===== config.mk =====
export PLATFORM = sky130hd
export DESIGN_NAME = motor_oc_supervisor_flat
export DESIGN_NICKNAME = d
export VERILOG_FILES = /design/src/rtl/motor_oc_pkg.sv /design/src/rtl/motor_oc_supervisor_if.sv /design/src/rtl/motor_oc_supervisor_timer.sv /design/src/rtl/motor_oc_supervisor.sv /design/src/flat_wrapper.sv
export SDC_FILE = /design/constraint.sdc
export NUM_CORES = 1
export LEC_CHECK = 0
export ABC_AREA = 1
export BUFFER_PORTS_ARGS = -buffer_cell sky130_fd_sc_hd__buf_4
export CORE_MARGIN = 2
export CORE_UTILIZATION = 35
export DETAILED_ROUTE_END_ITERATION = 10
export HOLD_SLACK_MARGIN = 0.1
export SETUP_SLACK_MARGIN = 0.05
export SYNTH_ARGS = -nofsm -noshare
export SYNTH_HDL_FRONTEND = slang
export SYNTH_HIERARCHICAL = 1
export SYNTH_SLANG_ARGS = --single-unit

===== constraint.sdc =====
create_clock -name CLK100MHZ -period 4.4 [get_ports CLK100MHZ]
set_input_delay 0.22 -clock CLK100MHZ [delete_from_list [all_inputs] [get_ports CLK100MHZ]]
set_output_delay 0.22 -clock CLK100MHZ [all_outputs]
set_load 0.02 [all_outputs]

===== src/rtl/motor_oc_pkg.sv =====
// Shared types and defaults for the motor overcurrent supervisor.
// Latency: n/a (types and constants only).
// Backpressure: n/a.
package motor_oc_pkg;

   // Supervisor sequencer states.
   typedef enum logic [2:0] {
      RUN     = 3'd0,
      QUAL    = 3'd1,
      TRIP    = 3'd2,
      COOL    = 3'd3,
      LOCKOUT = 3'd4
   } oc_state_t;

   // Commands for the shared qualification / cool-down / healthy-window timer.
   typedef enum logic [2:0] {
      TMR_HOLD = 3'd0,
      TMR_CLR  = 3'd1,
      TMR_LOAD = 3'd2,
      TMR_INC  = 3'd3,
      TMR_DEC  = 3'd4
   } tmr_cmd_t;

   localparam int unsigned QUAL_CYCLES_DEF = 33_554_432;   // ~335 ms at 100 MHz
   localparam int unsigned COOL_CYCLES_DEF = 100_000_000;  // 1 s at 100 MHz
   localparam int unsigned MAX_RETRY_DEF   = 3;
   localparam int unsigned CNT_W_DEF       = 27;
   localparam int unsigned RETRY_W         = 3;

endpackage


===== src/rtl/motor_oc_supervisor_if.sv =====
// Signal bundle between drive logic / sense pins and the overcurrent supervisor.
// Latency: n/a (wiring only).
// Backpressure: none; all signals are levels except the single-cycle fault_clr pulse.
// Ports: OCA/OCB sense (low = fault), req_a/req_b enable requests, fault_clr pulse,
//        ENA/ENB bridge enables, overcurrent/lockout status, retry_cnt.
//        With OC_CAUSE_EN defined, also oc_cause[1:0] = {B low, A low} at the last trip.
interface motor_oc_supervisor_if;
   import motor_oc_pkg::*;

   logic               OCA;
   logic               OCB;
   logic               req_a;
   logic               req_b;
   logic               fault_clr;
   logic               ENA;
   logic               ENB;
   logic               overcurrent;
   logic               lockout;
   logic [RETRY_W-1:0] retry_cnt;
`ifdef OC_CAUSE_EN
   logic [1:0]         oc_cause;
`endif

   // Drive-logic / board side.
   modport master (
      output OCA, OCB, req_a, req_b, fault_clr,
      input  ENA, ENB, overcurrent, lockout, retry_cnt
`ifdef OC_CAUSE_EN
      , input oc_cause
`endif
   );

   // Supervisor side.
   modport slave (
      input  OCA, OCB, req_a, req_b, fault_clr,
      output ENA, ENB, overcurrent, lockout, retry_cnt
`ifdef OC_CAUSE_EN
      , output oc_cause
`endif
   );

endinterface


===== src/rtl/motor_oc_supervisor_timer.sv =====
// oc_timer: load / clear / increment / decrement / hold counter with a zero flag.
// Latency: count updates on the clock edge after the command; zero_o is combinational from the count.
// Backpressure: none; a command is applied every cycle.
// Ports: clk, rst_n (async active-low), cmd_i, load_val_i, cnt_o, zero_o.
module oc_timer
   import motor_oc_pkg::*;
#(
   parameter int unsigned CNT_W = CNT_W_DEF
) (
   input  logic             clk,
   input  logic             rst_n,
   input  tmr_cmd_t         cmd_i,
   input  logic [CNT_W-1:0] load_val_i,
   output logic [CNT_W-1:0] cnt_o,
   output logic             zero_o
);

   logic [CNT_W-1:0] cnt_q;
   logic [CNT_W-1:0] cnt_d;

   always_comb begin
      cnt_d = cnt_q;
      case (cmd_i)
         TMR_CLR:  cnt_d = '0;
         TMR_LOAD: cnt_d = load_val_i;
         TMR_INC:  cnt_d = cnt_q + 1'b1;
         TMR_DEC:  cnt_d = cnt_q - 1'b1;
         default:  cnt_d = cnt_q;
      endcase
   end

   always_ff @(posedge clk or negedge rst_n) begin
      if (!rst_n) cnt_q <= '0;
      else        cnt_q <= cnt_d;
   end

   assign cnt_o  = cnt_q;
   assign zero_o = (cnt_q == '0);

endmodule


===== src/rtl/motor_oc_supervisor.sv =====
// Overcurrent protection sequencer: qualifies OCA/OCB, trips enables, cools down, retries, locks out.
// Latency: ENA/ENB follow req_a/req_b one cycle later while healthy; trip after QUAL_CYCLES of sustained fault.
// Backpressure: none; requests are levels, enables are forced low while the bridge is faulted.
// Ports: CLK100MHZ, CPU_RESETN (async active-low), bus (slave modport of motor_oc_supervisor_if).
// Optional OC_CAUSE_EN macro: adds bus.oc_cause, latched on TRIP entry, cleared on lockout exit.
module motor_oc_supervisor
   import motor_oc_pkg::*;
#(
   parameter int unsigned QUAL_CYCLES = QUAL_CYCLES_DEF,
   parameter int unsigned COOL_CYCLES = COOL_CYCLES_DEF,
   parameter int unsigned MAX_RETRY   = MAX_RETRY_DEF,
   parameter int unsigned CNT_W       = CNT_W_DEF
) (
   input logic                  CLK100MHZ,
   input logic                  CPU_RESETN,
   motor_oc_supervisor_if.slave bus
);

   localparam logic [CNT_W-1:0]   QUAL_LAST = CNT_W'(QUAL_CYCLES - 1);
   localparam logic [CNT_W-1:0]   COOL_LAST = CNT_W'(COOL_CYCLES - 1);
   localparam logic [RETRY_W-1:0] RETRY_MAX = RETRY_W'(MAX_RETRY);

   oc_state_t          state_q, state_d;
   logic [1:0]         sync_a_q, sync_b_q;
   logic               en_a_q, en_a_d, en_b_q, en_b_d;
   logic               oc_q, oc_d, lock_q, lock_d;
   logic [RETRY_W-1:0] retry_q, retry_d, retry_inc;
`ifdef OC_CAUSE_EN
   logic [1:0]         cause_q, cause_d;
`endif

   tmr_cmd_t           tmr_cmd;
   logic [CNT_W-1:0]   tmr_load, tmr_cnt;
   logic               tmr_zero;
   logic               oc;

   oc_timer #(.CNT_W(CNT_W)) u_timer (
      .clk        (CLK100MHZ),
      .rst_n      (CPU_RESETN),
      .cmd_i      (tmr_cmd),
      .load_val_i (tmr_load),
      .cnt_o      (tmr_cnt),
      .zero_o     (tmr_zero)
   );

   // Sense pins are active-low and asynchronous; flops idle high so reset reads as healthy.
   always_ff @(posedge CLK100MHZ or negedge CPU_RESETN) begin
      if (!CPU_RESETN) begin
         sync_a_q <= 2'b11;
         sync_b_q <= 2'b11;
      end else begin
         sync_a_q <= {sync_a_q[0], bus.OCA};
         sync_b_q <= {sync_b_q[0], bus.OCB};
      end
   end

   assign oc        = ~sync_a_q[1] | ~sync_b_q[1];
   assign retry_inc = (retry_q == '1) ? retry_q : retry_q + 1'b1;

   always_comb begin
      state_d  = state_q;
      tmr_cmd  = TMR_HOLD;
      tmr_load = '0;
      retry_d  = retry_q;
`ifdef OC_CAUSE_EN
      cause_d  = cause_q;
`endif
      case (state_q)
         RUN: begin
            if (oc) begin
               state_d  = QUAL;
               tmr_cmd  = TMR_LOAD;
               tmr_load = QUAL_LAST;
            end else if (tmr_cnt == COOL_LAST) begin
               // A full healthy window forgives earlier trips; timer parks here.
               retry_d = '0;
            end else begin
               tmr_cmd = TMR_INC;
            end
         end
         QUAL: begin
            // A drop wins over an expiring timer: glitch rejected.
            if (!oc) begin
               state_d = RUN;
               tmr_cmd = TMR_CLR;
            end else if (tmr_zero) begin
               state_d = TRIP;
               retry_d = retry_inc;
`ifdef OC_CAUSE_EN
               cause_d = {~sync_b_q[1], ~sync_a_q[1]};
`endif
            end else begin
               tmr_cmd = TMR_DEC;
            end
         end
         TRIP: begin
            // retry_q already holds the incremented count here.
            if (retry_q >= RETRY_MAX) begin
               state_d = LOCKOUT;
            end else begin
               state_d  = COOL;
               tmr_cmd  = TMR_LOAD;
               tmr_load = COOL_LAST;
            end
         end
         COOL: begin
            if (tmr_zero) begin
               state_d = RUN;
               tmr_cmd = TMR_CLR;
            end else begin
               tmr_cmd = TMR_DEC;
            end
         end
         LOCKOUT: begin
            if (bus.fault_clr && !oc) begin
               state_d = RUN;
               tmr_cmd = TMR_CLR;
               retry_d = '0;
`ifdef OC_CAUSE_EN
               cause_d = 2'b00;
`endif
            end
         end
         default: begin
            state_d = RUN;
            tmr_cmd = TMR_CLR;
         end
      endcase
   end

   // Outputs are decoded from the next state so they move on the same edge as the state.
   always_comb begin
      en_a_d = ((state_d == RUN) || (state_d == QUAL)) && bus.req_a;
      en_b_d = ((state_d == RUN) || (state_d == QUAL)) && bus.req_b;
      oc_d   = (state_d == TRIP) || (state_d == COOL) || (state_d == LOCKOUT);
      lock_d = (state_d == LOCKOUT);
   end

   always_ff @(posedge CLK100MHZ or negedge CPU_RESETN) begin
      if (!CPU_RESETN) begin
         state_q <= RUN;
         en_a_q  <= 1'b0;
         en_b_q  <= 1'b0;
         oc_q    <= 1'b0;
         lock_q  <= 1'b0;
         retry_q <= '0;
`ifdef OC_CAUSE_EN
         cause_q <= 2'b00;
`endif
      end else begin
         state_q <= state_d;
         en_a_q  <= en_a_d;
         en_b_q  <= en_b_d;
         oc_q    <= oc_d;
         lock_q  <= lock_d;
         retry_q <= retry_d;
`ifdef OC_CAUSE_EN
         cause_q <= cause_d;
`endif
      end
   end

   assign bus.ENA         = en_a_q;
   assign bus.ENB         = en_b_q;
   assign bus.overcurrent = oc_q;
   assign bus.lockout     = lock_q;
   assign bus.retry_cnt   = retry_q;
`ifdef OC_CAUSE_EN
   assign bus.oc_cause    = cause_q;
`endif

endmodule

===== src/flat_wrapper.sv =====
// flat-port wrapper written by rule: the top's interface ports become plain ports
module motor_oc_supervisor_flat import motor_oc_pkg::*;
#(
   parameter int unsigned QUAL_CYCLES = QUAL_CYCLES_DEF,
   parameter int unsigned COOL_CYCLES = COOL_CYCLES_DEF,
   parameter int unsigned MAX_RETRY   = MAX_RETRY_DEF,
   parameter int unsigned CNT_W       = CNT_W_DEF
)
  (CLK100MHZ, CPU_RESETN, bus_OCA, bus_OCB, bus_req_a, bus_req_b, bus_fault_clr, bus_ENA, bus_ENB, bus_overcurrent, bus_lockout, bus_retry_cnt);
  motor_oc_supervisor_if bus_i ();
  input logic CLK100MHZ;
  input logic CPU_RESETN;
  input wire logic [$bits(bus_i.OCA)-1:0] bus_OCA;
  input wire logic [$bits(bus_i.OCB)-1:0] bus_OCB;
  input wire logic [$bits(bus_i.req_a)-1:0] bus_req_a;
  input wire logic [$bits(bus_i.req_b)-1:0] bus_req_b;
  input wire logic [$bits(bus_i.fault_clr)-1:0] bus_fault_clr;
  output wire logic [$bits(bus_i.ENA)-1:0] bus_ENA;
  output wire logic [$bits(bus_i.ENB)-1:0] bus_ENB;
  output wire logic [$bits(bus_i.overcurrent)-1:0] bus_overcurrent;
  output wire logic [$bits(bus_i.lockout)-1:0] bus_lockout;
  output wire logic [$bits(bus_i.retry_cnt)-1:0] bus_retry_cnt;
  assign bus_i.OCA = bus_OCA;
  assign bus_i.OCB = bus_OCB;
  assign bus_i.req_a = bus_req_a;
  assign bus_i.req_b = bus_req_b;
  assign bus_i.fault_clr = bus_fault_clr;
  assign bus_ENA = bus_i.ENA;
  assign bus_ENB = bus_i.ENB;
  assign bus_overcurrent = bus_i.overcurrent;
  assign bus_lockout = bus_i.lockout;
  assign bus_retry_cnt = bus_i.retry_cnt;
  motor_oc_supervisor #(.QUAL_CYCLES(QUAL_CYCLES), .COOL_CYCLES(COOL_CYCLES), .MAX_RETRY(MAX_RETRY), .CNT_W(CNT_W)) u_core (.CLK100MHZ(CLK100MHZ), .CPU_RESETN(CPU_RESETN), .bus(bus_i));
endmodule

==> flow_summary.json <==
{
  "ys_seq_area_frac": 0.253,
  "post-cts-setup-buffers": 0,
  "syn-num-nets": 715,
  "fin_skew_ns": 0.00686,
  "initial_core_util": 0.358,
  "setup_violations": 0,
  "seq_area_mm2": 0.00103,
  "die_area_mm2": 0.0125,
  "worstSetupEndpointType": "register",
  "cts-root-buf": "clkbuf_16",
  "ant_nets": 0,
  "hold_viol_final": 0,
  "fp.dieW_um": 112,
  "synth_seq_cells": 41,
  "worstSetupPathType": "reg -> reg",
  "fin_util": 0.401,
  "clockBufferDepth": 2,
  "power.density_mw_per_mm2": 703,
  "cts-buffers-inserted": 5,
  "gp_congestion": 0.959,
  "grt_setup_unrepaired": "yes",
  "tightest_slew_ns": 0.967,
  "synth-edff-count": 0,
  "crit_path_start_kind": "register",
  "outcome": "finished, final reports clean",
  "hold_slack_ns": 0.198,
  "htree_levels": 2,
  "max_freq_mhz": 247,
  "dr.pass1.iters": 5,
  "port_buffers": 13,
  "die_h_um": 112,
  "ioPinCount": 14,
  "total_power_mw": 3.21,
  "fin_nets": 736,
  "fin_crit_sh": 0.919,
  "grt_max_degree": 42,
  "num_vias": 4244,
  "tritoncts": "done",
  "drive_gt1_frac": 0.0713,
  "critPathSlowestCell": "nor4_1",
  "first_global_vias": 4115,
  "drtIter0Drc": 303,
  "async_flop_share": 1.00,
  "period_needed_ns": 4.04,
  "cts_sinks": 41,
  "most-common-layout-cells": "nand2_1, inv_1, nand3_1",
  "path_clk_slew_ns": 0.07,
  "place_ws_ns": 0.342,
  "worstPathMaxFanout": 10,
  "worstHoldPathType": "in -> reg",
  "crit_arrival_ns": 4.23,
  "worstHoldStart": "bus_req_b",
  "syn_area_per_cell_um2": 6.00,
  "startpoint": "u_core/u_timer/cnt_o[13]",
  "yosys_warnings": 6,
  "wl_per_cell_um": 14.3,
  "globalRouteTotalUtil": 0.198,
  "antenna_found_initial": 0,
  "insertion_delay_ns": 0.29,
  "final_common_cell": "nand2_1",
  "slew_headroom": 0.353,
  "yosys.cell_types.count": 42,
  "path_cells": "nor4_1 > nand4_1 > nor2_1 > inv_1 > nor3_1 > nor3_1 > o21ai_0 > inv_1 > nand3_2 > inv_1 > buf_4 > ha_1 > nand2_1 > inv_1 > nand2_1 > nor3_2 > nand3_1 > nand3_1 > nand2_1 > nand3_1 > nand2_1",
  "wl_mm": 12.1,
  "critPathMaxStageDelay_ns": 0.46,
  "synthToLayoutAreaGrowth_pct": 11.9,
  "ir_drop_uv": 305,
  "num_rows": 39,
  "antennaDiodeCount": 0,
  "grt_pass1_wl_mm": 20.1,
  "timing.final.ws_setup_ns": 0.356,
  "fillers": 1228,
  "via_per_inst": 5.03,
  "overflow": 0,
  "tns_ns": 0,
  "syn_area_mm2": 0.00407,
  "multi_input_area_mm2": 0.00252,
  "p_leak_nw": 2.56,
  "synth_cells": 679,
  "maxCapViolCount": 0,
  "yosys_most_used_dff": "dfrtp_1",
  "rr_startpoint": "u_core/u_timer/cnt_o[13]",
  "hpwl_mm": 9.35,
  "core_mm2": 0.0114,
  "drcViolationCount": 0,
  "required_ns": 4.58,
  "finalMaxSlewViolations": 0
}
[registers in the layout (all words and copies together), names as in the netlist]
name                    cells
u_core/state_q              3
u_core/bus.overcurrent      1
u_core/bus.retry_cnt        3
u_core/bus.lockout          1
u_core/bus.ENA              1
u_core/u_timer/cnt_o       27
u_core/sync_a_q             2
u_core/sync_b_q             2
u_core/bus.ENB              1
[routing by layer]
metal	part of all wire	track usage	wire (um)	up-vias
li1	-	-	-	2175
met1	0.47	0.260	5620	1954
met2	0.46	0.333	5600	98
met3	0.046	0.0299	560	17
met4	0.024	0.0675	290	0
met5	0	0	0	-
[through the flow]
| stage | instances | cell area (um^2) |
|---|---|---|
| finish | 844 | 4560 |
| global route | 844 | 4560 |
| CTS | 844 | 4550 |
| detailed placement | 833 | 4350 |
| global placement | 833 | 4350 |
| floorplan | 679 | 4070 |
[power by group]
part / internal, mW / leakage [nW] / switching [mW]
clock network: 0.269 / 0.0800 / 0.169
registers: 0.516 / 0.518 / 0.152
logic: 0.709 / 1.96 / 1.39
[Yosys cell counts (2+ instances only)]
| cell | n | area (um^2) |
|---|---|---|
| nor4_1 | 6 | 37.5 |
| a22o_1 | 13 | 114 |
| buf_4 | 2 | 15.0 |
| a21oi_1 | 22 | 110 |
| ha_1 | 28 | 350 |
| nor3b_1 | 2 | 15.0 |
| nand3_2 | 3 | 30.0 |
| nand2_1 | 251 | 942 |
| nor3_1 | 6 | 30.0 |
| buf_2 | 2 | 10.0 |
| nand2_2 | 4 | 25.0 |
| o21bai_1 | 3 | 22.5 |
| nor2_1 | 58 | 218 |
| dfstp_2 | 4 | 105 |
| inv_1 | 128 | 480 |
| dfrtp_1 | 37 | 926 |
| xnor2_1 | 3 | 26.3 |
| inv_2 | 4 | 15.0 |
| o21ai_0 | 13 | 65.1 |
| o211ai_1 | 5 | 37.5 |
| nand3_1 | 58 | 290 |
| nand4_1 | 7 | 43.8 |
[path summary, 6_finish.rpt]
kind,end,slack [ns],cells past startpoint
max in group asynchronous,u_core/u_timer/cnt_o[18],3.54,2
setup reg to reg,u_core/u_timer/cnt_o[20],0.36,21
hold reg to reg,u_core/sync_b_q[1],0.36,0
min in group asynchronous,u_core/u_timer/cnt_o[7],0.46,2
hold / removal,u_core/bus.ENB,0.20,2
setup / recovery,u_core/u_timer/cnt_o[20],0.36,21
[critical path: cells and delay by family (launching register included)]
family | cells | cell delay, ns
buffers and inverters | 5 | 0.59
and+or+nand+nor | 14 | 2.31
DFF | 1 | 0.42
adders and majority gates | 1 | 0.40
AOI/OAI and AO/OA | 1 | 0.21
[what timing repair did]
item / CTS / global route
gates resized for setup: 0 / 3
hold buffers: 3 / 0
hold endpoints to repair: 39 / 0
setup endpoints to repair: 0 / 2
[area by class of cell]
type | instances | area share
inverter | 133 | 0.110
clock buffer | 5 | 0.0274
timing repair buffer | 20 | 0.0346
sequential | 41 | 0.226
tap | 143 | 0.0393
multi-input combinational | 499 | 0.552
clock inverter | 3 | 0.0102
[kinds of logic (layout without fill, tap and decap cells)]
group                      Yosys count  in the layout  synth area share
other                                1              1          0.000920
DFF                                 41             41             0.253
buffers and inverters              139            161             0.133
xor gates and xnor gates             4              4           0.00860
AOI/OAI and AO/OA                   62             62            0.0971
adders and majority gates           29             29            0.0909
and+or+nand+nor                    403            403             0.416
(Power assumes the default switching activity.)
